## src/rtl/combination_entry.sv

```systemverilog
`default_nettype none
// +----------------------------------------------------------------------------+
// | Module   : combination_entry                                               |
// | Purpose  : Debounced three-button entry of a four-digit hex combination,   |
// |            compared against CODE; drives display Select/Number, Unlocked.  |
// | Options  : LOCKOUT_EN - hold off further attempts after three fails.       |
// | Revision : 1.0 - initial release                                           |
// +----------------------------------------------------------------------------+
module combination_entry #(
  parameter int          DWL             = 8,
  parameter logic [15:0] CODE            = 16'h1234,
  parameter int          DEBOUNCE_CYCLES = 1000000,
  parameter int          FAIL_HOLD       = 100000000,
  parameter int          LOCKOUT_CYCLES  = 500000000
) (
  input  logic           CLK,
  input  logic           RST_N,
  input  logic           BTN_UP,
  input  logic           BTN_DOWN,
  input  logic           BTN_ENTER,
  output logic [DWL-6:0] Select,
  output logic [DWL-5:0] Number,
  output logic           Unlocked
);

  localparam int c_db_w    = $clog2(DEBOUNCE_CYCLES + 1);
  localparam int c_tmax    = (FAIL_HOLD > LOCKOUT_CYCLES) ? FAIL_HOLD : LOCKOUT_CYCLES;
  localparam int c_timer_w = $clog2(c_tmax + 1);
  localparam int c_nw      = DWL - 4;
  localparam int c_sw      = DWL - 5;

  // State encodings double as the display Select codes.
  typedef enum logic [2:0] {
    S_LOCKED  = 3'b000,
    S_D0      = 3'b001,
    S_D1      = 3'b010,
    S_D2      = 3'b011,
    S_D3      = 3'b100,
    S_LOCKOUT = 3'b101,
    S_PASS    = 3'b110,
    S_FAIL    = 3'b111
  } state_t;

  logic [2:0] w_raw;
  logic [2:0] w_press;
  logic       w_up;
  logic       w_down;
  logic       w_enter;

  assign w_raw = {BTN_ENTER, BTN_DOWN, BTN_UP};

  for (genvar gi = 0; gi < 3; gi++) begin : g_btn
    logic [1:0]        r_sync;
    logic              r_level;
    logic              r_level_d;
    logic              r_press;
    logic [c_db_w-1:0] r_cnt;

    always_ff @(posedge CLK) begin
      if (!RST_N) begin
        r_sync    <= '0;
        r_level   <= 1'b0;
        r_level_d <= 1'b0;
        r_press   <= 1'b0;
        r_cnt     <= '0;
      end else begin
        r_sync    <= {r_sync[0], w_raw[gi]};
        r_level_d <= r_level;
        r_press   <= r_level & ~r_level_d;
        // Any sample agreeing with the accepted level restarts the count.
        if (r_sync[1] == r_level) begin
          r_cnt <= '0;
        end else if (r_cnt == c_db_w'(DEBOUNCE_CYCLES - 1)) begin
          r_level <= r_sync[1];
          r_cnt   <= '0;
        end else begin
          r_cnt <= r_cnt + 1'b1;
        end
      end
    end

    assign w_press[gi] = r_press;
  end

  assign w_up    = w_press[0] & ~w_press[1];
  assign w_down  = w_press[1] & ~w_press[0];
  assign w_enter = w_press[2];

  state_t               r_state;
  state_t               w_state_nxt;
  logic [c_nw-1:0]      r_number;
  logic [c_nw-1:0]      w_number_nxt;
  logic [11:0]          r_entry;
  logic [11:0]          w_entry_nxt;
  logic [c_timer_w-1:0] r_timer;
  logic [c_timer_w-1:0] w_timer_nxt;
  logic                 r_unlocked;
`ifdef LOCKOUT_EN
  logic [1:0]           r_fails;
  logic [1:0]           w_fails_nxt;
`endif

  always_ff @(posedge CLK) begin
    if (!RST_N) begin
      r_state    <= S_LOCKED;
      r_number   <= '0;
      r_entry    <= '0;
      r_timer    <= '0;
      r_unlocked <= 1'b0;
`ifdef LOCKOUT_EN
      r_fails    <= '0;
`endif
    end else begin
      r_state    <= w_state_nxt;
      r_number   <= w_number_nxt;
      r_entry    <= w_entry_nxt;
      r_timer    <= w_timer_nxt;
      r_unlocked <= (w_state_nxt == S_PASS);
`ifdef LOCKOUT_EN
      r_fails    <= w_fails_nxt;
`endif
    end
  end

  always_comb begin
    w_state_nxt  = r_state;
    w_number_nxt = r_number;
    w_entry_nxt  = r_entry;
    w_timer_nxt  = r_timer;
`ifdef LOCKOUT_EN
    w_fails_nxt  = r_fails;
`endif
    case (r_state)
      S_LOCKED: begin
        if (w_enter) w_state_nxt = S_D0;
      end
      S_D0, S_D1, S_D2, S_D3: begin
        if (w_enter) begin
          w_number_nxt = '0;
          case (r_state)
            S_D0: begin
              w_entry_nxt[11:8] = r_number[3:0];
              w_state_nxt       = S_D1;
            end
            S_D1: begin
              w_entry_nxt[7:4] = r_number[3:0];
              w_state_nxt      = S_D2;
            end
            S_D2: begin
              w_entry_nxt[3:0] = r_number[3:0];
              w_state_nxt      = S_D3;
            end
            default: begin
              // Last digit is compared straight from Number, not the entry register.
              w_timer_nxt = '0;
              if ({r_entry, r_number[3:0]} == CODE) begin
                w_state_nxt = S_PASS;
`ifdef LOCKOUT_EN
                w_fails_nxt = '0;
`endif
              end else begin
                w_state_nxt = S_FAIL;
`ifdef LOCKOUT_EN
                if (r_fails != 2'd3) w_fails_nxt = r_fails + 2'd1;
`endif
              end
            end
          endcase
        end else if (w_up) begin
          w_number_nxt = c_nw'(r_number[3:0] + 4'd1);
        end else if (w_down) begin
          w_number_nxt = c_nw'(r_number[3:0] - 4'd1);
        end
      end
      S_PASS: begin
        if (w_enter) w_state_nxt = S_LOCKED;
      end
      S_FAIL: begin
        if (r_timer == c_timer_w'(FAIL_HOLD - 1)) begin
          w_timer_nxt = '0;
`ifdef LOCKOUT_EN
          w_state_nxt = (r_fails == 2'd3) ? S_LOCKOUT : S_LOCKED;
`else
          w_state_nxt = S_LOCKED;
`endif
        end else begin
          w_timer_nxt = r_timer + 1'b1;
        end
      end
`ifdef LOCKOUT_EN
      S_LOCKOUT: begin
        if (r_timer == c_timer_w'(LOCKOUT_CYCLES - 1)) begin
          w_timer_nxt = '0;
          w_fails_nxt = '0;
          w_state_nxt = S_LOCKED;
        end else begin
          w_timer_nxt = r_timer + 1'b1;
        end
      end
`endif
      default: w_state_nxt = S_LOCKED;
    endcase

    if (w_state_nxt == S_LOCKED) begin
      w_number_nxt = '0;
      w_entry_nxt  = '0;
    end
  end

  assign Select   = c_sw'(r_state);
  assign Number   = r_number;
  assign Unlocked = r_unlocked;

endmodule
`default_nettype wire

```

## config.mk

```make
export PLATFORM = sky130hd
export DESIGN_NAME = combination_entry
export DESIGN_NICKNAME = d
export VERILOG_FILES = /design/src/rtl/combination_entry.sv
export SDC_FILE = /design/constraint.sdc
export NUM_CORES = 1
export LEC_CHECK = 0
export ABC_AREA = 0
export BUFFER_PORTS_ARGS = -buffer_cell sky130_fd_sc_hd__buf_2
export CORE_ASPECT_RATIO = 0.75
export CORE_UTILIZATION = 47
export CTS_BUF_LIST = sky130_fd_sc_hd__clkbuf_4 sky130_fd_sc_hd__clkbuf_8
export DETAILED_ROUTE_END_ITERATION = 12
export GPL_ROUTABILITY_DRIVEN = 0
export PLACE_DENSITY = 0.7
export SLEW_MARGIN = 20
export SYNTH_ARGS = -nofsm -noshare
export SYNTH_HDL_FRONTEND = slang
export SYNTH_SLANG_ARGS = --single-unit
```

## constraint.sdc

```tcl
create_clock -name CLK -period 2.7 [get_ports CLK]
set_clock_uncertainty 0.1 [all_clocks]
set_input_delay 0.54 -clock CLK [delete_from_list [all_inputs] [get_ports CLK]]
set_output_delay 0.54 -clock CLK [all_outputs]
set_load 0.1 [all_outputs]
```

### Word level (Yosys, flattened, before mapping)

Index checks and enable logic that the tools add are counted.

* register bits after elaboration: 124
* latch bits: 0
* memory bits (writable): 0
* memory bits (read-only): 0
* output and inout port bits: 8
* word-level logic and storage cells: 91
* memories: 0

* add/subtract/negate cells: 6
* multiply operators: 0
* div/mod/pow operators: 0
* $lt $le $gt $ge: 0
* equal/unequal tests: 17
* shifts and indexed selects: 0
* muxes and demuxes: 14
* bitwise operators: 14
* reduce and logical (&&, ||, !) cells: 18

Operators with widths (count)
* $mux 29: 3
* $add 20x1->20 const B: 3
* $eq 20x20->1 const B: 3
* $pmux 29 s2: 1
* $add 29x1->29 const B: 1
* $eq 29x27->1 const B: 1
* $eq 16x13->1 const B: 1
* $eq 3x3->1 const B: 4
* $mux 3: 4
* $mux 4: 3
* $pmux 3 s4: 1
* $reduce_and 3->1: 4
* $reduce_or 3->1: 4
* $not 1->1: 9
* $pmux 3 s3: 1
* $reduce_and 2->1: 4
* $eq 3x2->1 const B: 2
* $logic_not 3->1: 2
* $and 1x1->1: 5
* $add 4x1->4 const B: 1
* $ne 2x2->1 const B: 2
* $reduce_or 4->1: 1
* $sub 4x1->4 const B: 1
* $eq 1x1->1: 3
* 5 further kinds: 5

### Logic depth before layout (Yosys ltp)

* word-level depth: 7
* mapped depth: 9

### Worst setup path before layout

No wires, ideal clock.

* path kind: register -> register
* from: reg r_number[1] (netlist: Number[1])
* to: reg r_number[3] (netlist: Number[3])
* setup time: 0.075 ns
* arrival: 2.370 ns
* slack: 0.156 ns
* cell stages (with the launch flop): 7
* clock period less this slack: 2.544 ns
* cell sequence: dfxtp_1 ha_1 a21o_1 a21oi_1 xnor2_1 or4_1 a31oi_1

* word-level cells in the longest chain between the ends: 7
* elaborated cells on any way between the ends: 12

RTL lines
* start: declaration: RTL line 91 `logic [c_nw-1:0] r_number;`
* start signal: assignment: RTL line 115 `r_number <= w_number_nxt;`
* $eq 16x13->1: RTL line 156 `if ({r_entry, r_number[3:0]} == CODE) begin`
* $mux 1: RTL line 156
* $pmux 3 s3: RTL line 140 `case (r_state)`
* $mux 3: RTL line 138 `if (w_enter) begin`
* $pmux 3 s4: RTL line 133 `case (r_state)`
* $logic_not 3->1: RTL line 204 `if (w_state_nxt == S_LOCKED) begin`
* $reduce_or 2->1 (no source line)

Several ways; a longest one is shown, not always the timed one. The select of a mux whose other input is x is not followed.
A chain may end at the register's enable or synchronous reset.

### Worst setup path after layout

* from: reg r_state[2] (netlist: Select[2])
* to: out Select[2]

RTL lines
* start: declaration: RTL line 89 `state_t r_state;`
* start signal: assignment: RTL line 114 `r_state <= w_state_nxt;`
* end: declaration: RTL line 21 `output logic [DWL-6:0] Select,`

No word-level cell between the ends.

==> impl_metrics.yaml <==
min_path:
  hp-class: "primary input to flop"
  hold_depth: 2
sta:
  fin_crit_sh: 0.850
  worstMarginPinSlew_ps: 730
  setup_viol: 0
  finalHoldViolCount: 0
  period_minus_slack_ps: 2300
  timing.fmax_ghz: 0.436
  finalSetupTns_ps: 0
  fin_ws_ps: 405
  fin_hold_ws_ps: 209
  rsz0062_at_grt: "no"
  drv_slew: 0
  timing.slew.headroom: 0.513
floorplan:
  fp.dieH_um: 97.2
  die_area_sq_mm: 0.0125
  start_util: 0.486
  io_pins: 13
  die_w_um: 129
  num_rows: 34
  coreArea_sq_mm: 0.0117
cts:
  numClockSinks: 124
  cts.clk_slew.worst_paths_ps: 70
  cts_setup_buffers: 0
  postCtsResizedCells: 0
  clk_path_buf_depth: 2
  hold_buffers: 0
  cts_tree: "built"
  htreeDepth: 4
  cts_inserted_buffers: 17
  clock_latency_ps: 440
  cts_root_buffer: "clkbuf_8"
cells_and_area:
  nets: 663
  multi_input_area_sq_mm: 0.00301
  fillerInstances: 1084
  drive_gt1_frac: 0.101
  area_growth_syn_to_layout_pct: 10.4
  final_util: 0.536
  antenna_cells: 0
  stdcell_area_sq_mm: 0.00627
  regArea_sq_mm: 0.00248
  instances_no_fill: 824
setup_path:
  worstPathRequired_ps: 2060
  worst-setup-path-type: "flop to primary output"
  r2r_cells: 5
  slowest_delay_ps: 680
  critPathCapture: "Select[2]"
  regToRegEndpoint: "g_btn[2].r_cnt[3]$_SDFF_PP0_"
  worst-path-buf-inv: 1
  path_max_fanout: 20
  arrival_ps: 1660
  crit_cells: 1
  path_cells: "buf_2"
  critPathLaunchType: "flop"
  reg2reg_slack_ps: 510
  endpoint_kind: "primary output"
  regToRegStartpoint: "g_btn[2].r_cnt[0]$_SDFF_PP0_"
  cp_top_family: "flip-flops"
  crit_start: "Select[2]$_SDFF_PN0_"
  cp_slowest_cell: "dfxtp_1"
yosys:
  syn_area_per_cell_sq_um: 8.92
  yosysTopAreaCell: "dfxtp_1"
  synthMuxAreaShare: 0.0282
  yosysTopAreaCellShare: 0.437
  synth_top_family_by_area: "simple AND/OR/NAND/NOR gates"
  async_flop_share: 0
  ys_seq_area_frac: 0.437
  synthAdderAreaFrac: 0.0189
  synth_compound_area_frac: 0.0546
  synth_edf_count: 0
  synth_xor_area_frac: 0.120
  syn_area_sq_mm: 0.00568
  synthFlopType: "dfxtp_1"
  yosys.area_share.simple: 0.308
  yosys_warnings: 0
  syn_inst: 637
  synth_area_leaders: "dfxtp_1, nor2_1, xnor2_1"
  synth_nets: 650
  ys_seq_elements: 124
  synth_cell_types: 55
run:
  cap_violations: 0
grt:
  grt_pass1_vias: 4112
  gr-total-overflow: 0
  grt_pass1_wl_um: 19200
  antenna_found_initial: 0
  track_usage: 0.193
  grt_max_degree: 21
power_and_ir_drop:
  p_switching_mw: 0.762
  power.density_mw_per_mm2: 579
  p_int_mw: 2.87
  power_mw: 3.63
  ir_drop_v: 0.000353
  sw_frac_of_total: 0.210
  clkPwrFrac: 0.486
  combPwrFrac: 0.009
  power_frac_seq: 0.505
  leakagePower_nw: 2.13
placement:
  place_ws_ps: 472
  dp_cells: 793
  dp_hpwl_um: 7530
  io_buffers: 12
  placed_area_sq_mm: 0.00585
detailed_routing:
  routed_via_density: 5.32
  initialDrtViolationCount: 276
  first_pass_iters: 4
  postRouteAntennaNets: 0
  routed_wl_um: 11000
  wl_per_cell_um: 13.3
  dr_total_vias: 4382
  drc: 0
outcome:
  status: "finished clean"
## area by class of cell
type,count,share of cell area
flip-flops and latches,124,0.396
clock inverters,12,0.0273
repair buffers,17,0.0156
well taps,162,0.0323
inverters,14,0.00838
clock buffers,19,0.0407
multi-input cells,476,0.480
## synth_stat cells (14+ instances only)
library cell  count
dfxtp_1         124
nand3_1          42
nor2_1          114
nand4_1          22
nand2_1          37
inv_1            14
xnor2_1          44
nor3_1           18
nor4_1           18
and3_1           18
mux2i_1          16
and2_1           14
xor2_1           34
## power by group through the flow
stage                     clock [mW]  combinational [mW]  sequential [mW]
after global placement             0              0.0319             1.88
after detailed placement           0              0.0327             1.88
after global routing            1.90              0.0364             1.84
after CTS                       1.81              0.0329             1.84
final                           1.76              0.0324             1.84
after floorplan                    0              0.0261             1.88
## state kept, by name (all words and copies together), names as in the netlist
name / flops
Number: 4
Select: 3
Unlocked: 1
g_btn.r_cnt: 60
g_btn.r_level: 3
g_btn.r_level_d: 3
g_btn.r_press: 3
g_btn.r_sync: 6
r_entry: 12
r_timer: 29
## cell families (layout without fill, tap and decap cells)
kind of cell               Yosys count  after routing
and+or+nand+nor                    330            330
DFF                                124            124
xor gates and xnor gates            78             78
AOI/OAI and AO/OA                   44             44
buffers and inverters               37             62
muxes                               16             16
adders and majority gates            8              8
## layout by cell type, fill, tap and decap left out, types with 5 or more instances in the layout
| master | instances |
|---|---|
| clkbuf_8 | 18 |
| dfxtp_1 | 124 |
| buf_2 | 12 |
| and4_1 | 8 |
| and2_1 | 14 |
| nor3_1 | 18 |
| nor4_1 | 18 |
| inv_1 | 14 |
| a21oi_1 | 10 |
| mux2i_1 | 16 |
| nor4b_1 | 6 |
| buf_4 | 5 |
| xor2_1 | 34 |
| xnor2_1 | 44 |
| and3_1 | 18 |
| ha_1 | 7 |
| nand2_1 | 37 |
| nand4_1 | 22 |
| a31oi_1 | 10 |
| nand3b_1 | 5 |
| nor2_1 | 114 |
| nand3_1 | 42 |
## per-layer routing
| metal | global-route usage | wire length, um |
|---|---|---|
| met5 | 0 | 0 |
| met3 | 0.0512 | 387 |
| met4 | 0.0805 | 189 |
| met1 | 0.267 | 5650 |
| met2 | 0.281 | 4740 |
## worst min-delay path by stage
stage	startpoint	endpoint	slack (ps)
6_report	BTN_ENTER	g_btn[2].r_sync[0]$_SDFF_PN0_	210
5_1_grt	BTN_ENTER	g_btn[2].r_sync[0]$_SDFF_PN0_	180
4_1_cts	BTN_ENTER	g_btn[2].r_sync[0]$_SDFF_PN0_	190
3_5_place_dp	g_btn[0].r_level_d$_SDFF_PN0_	g_btn[0].r_press$_SDFF_PN0_	280
3_3_place_gp	g_btn[1].r_level_d$_SDFF_PN0_	g_btn[1].r_press$_SDFF_PN0_	270
2_1_floorplan	g_btn[0].r_level_d$_SDFF_PN0_	g_btn[0].r_press$_SDFF_PN0_	270
No activity file was read; power rests on OpenSTA's default activity.
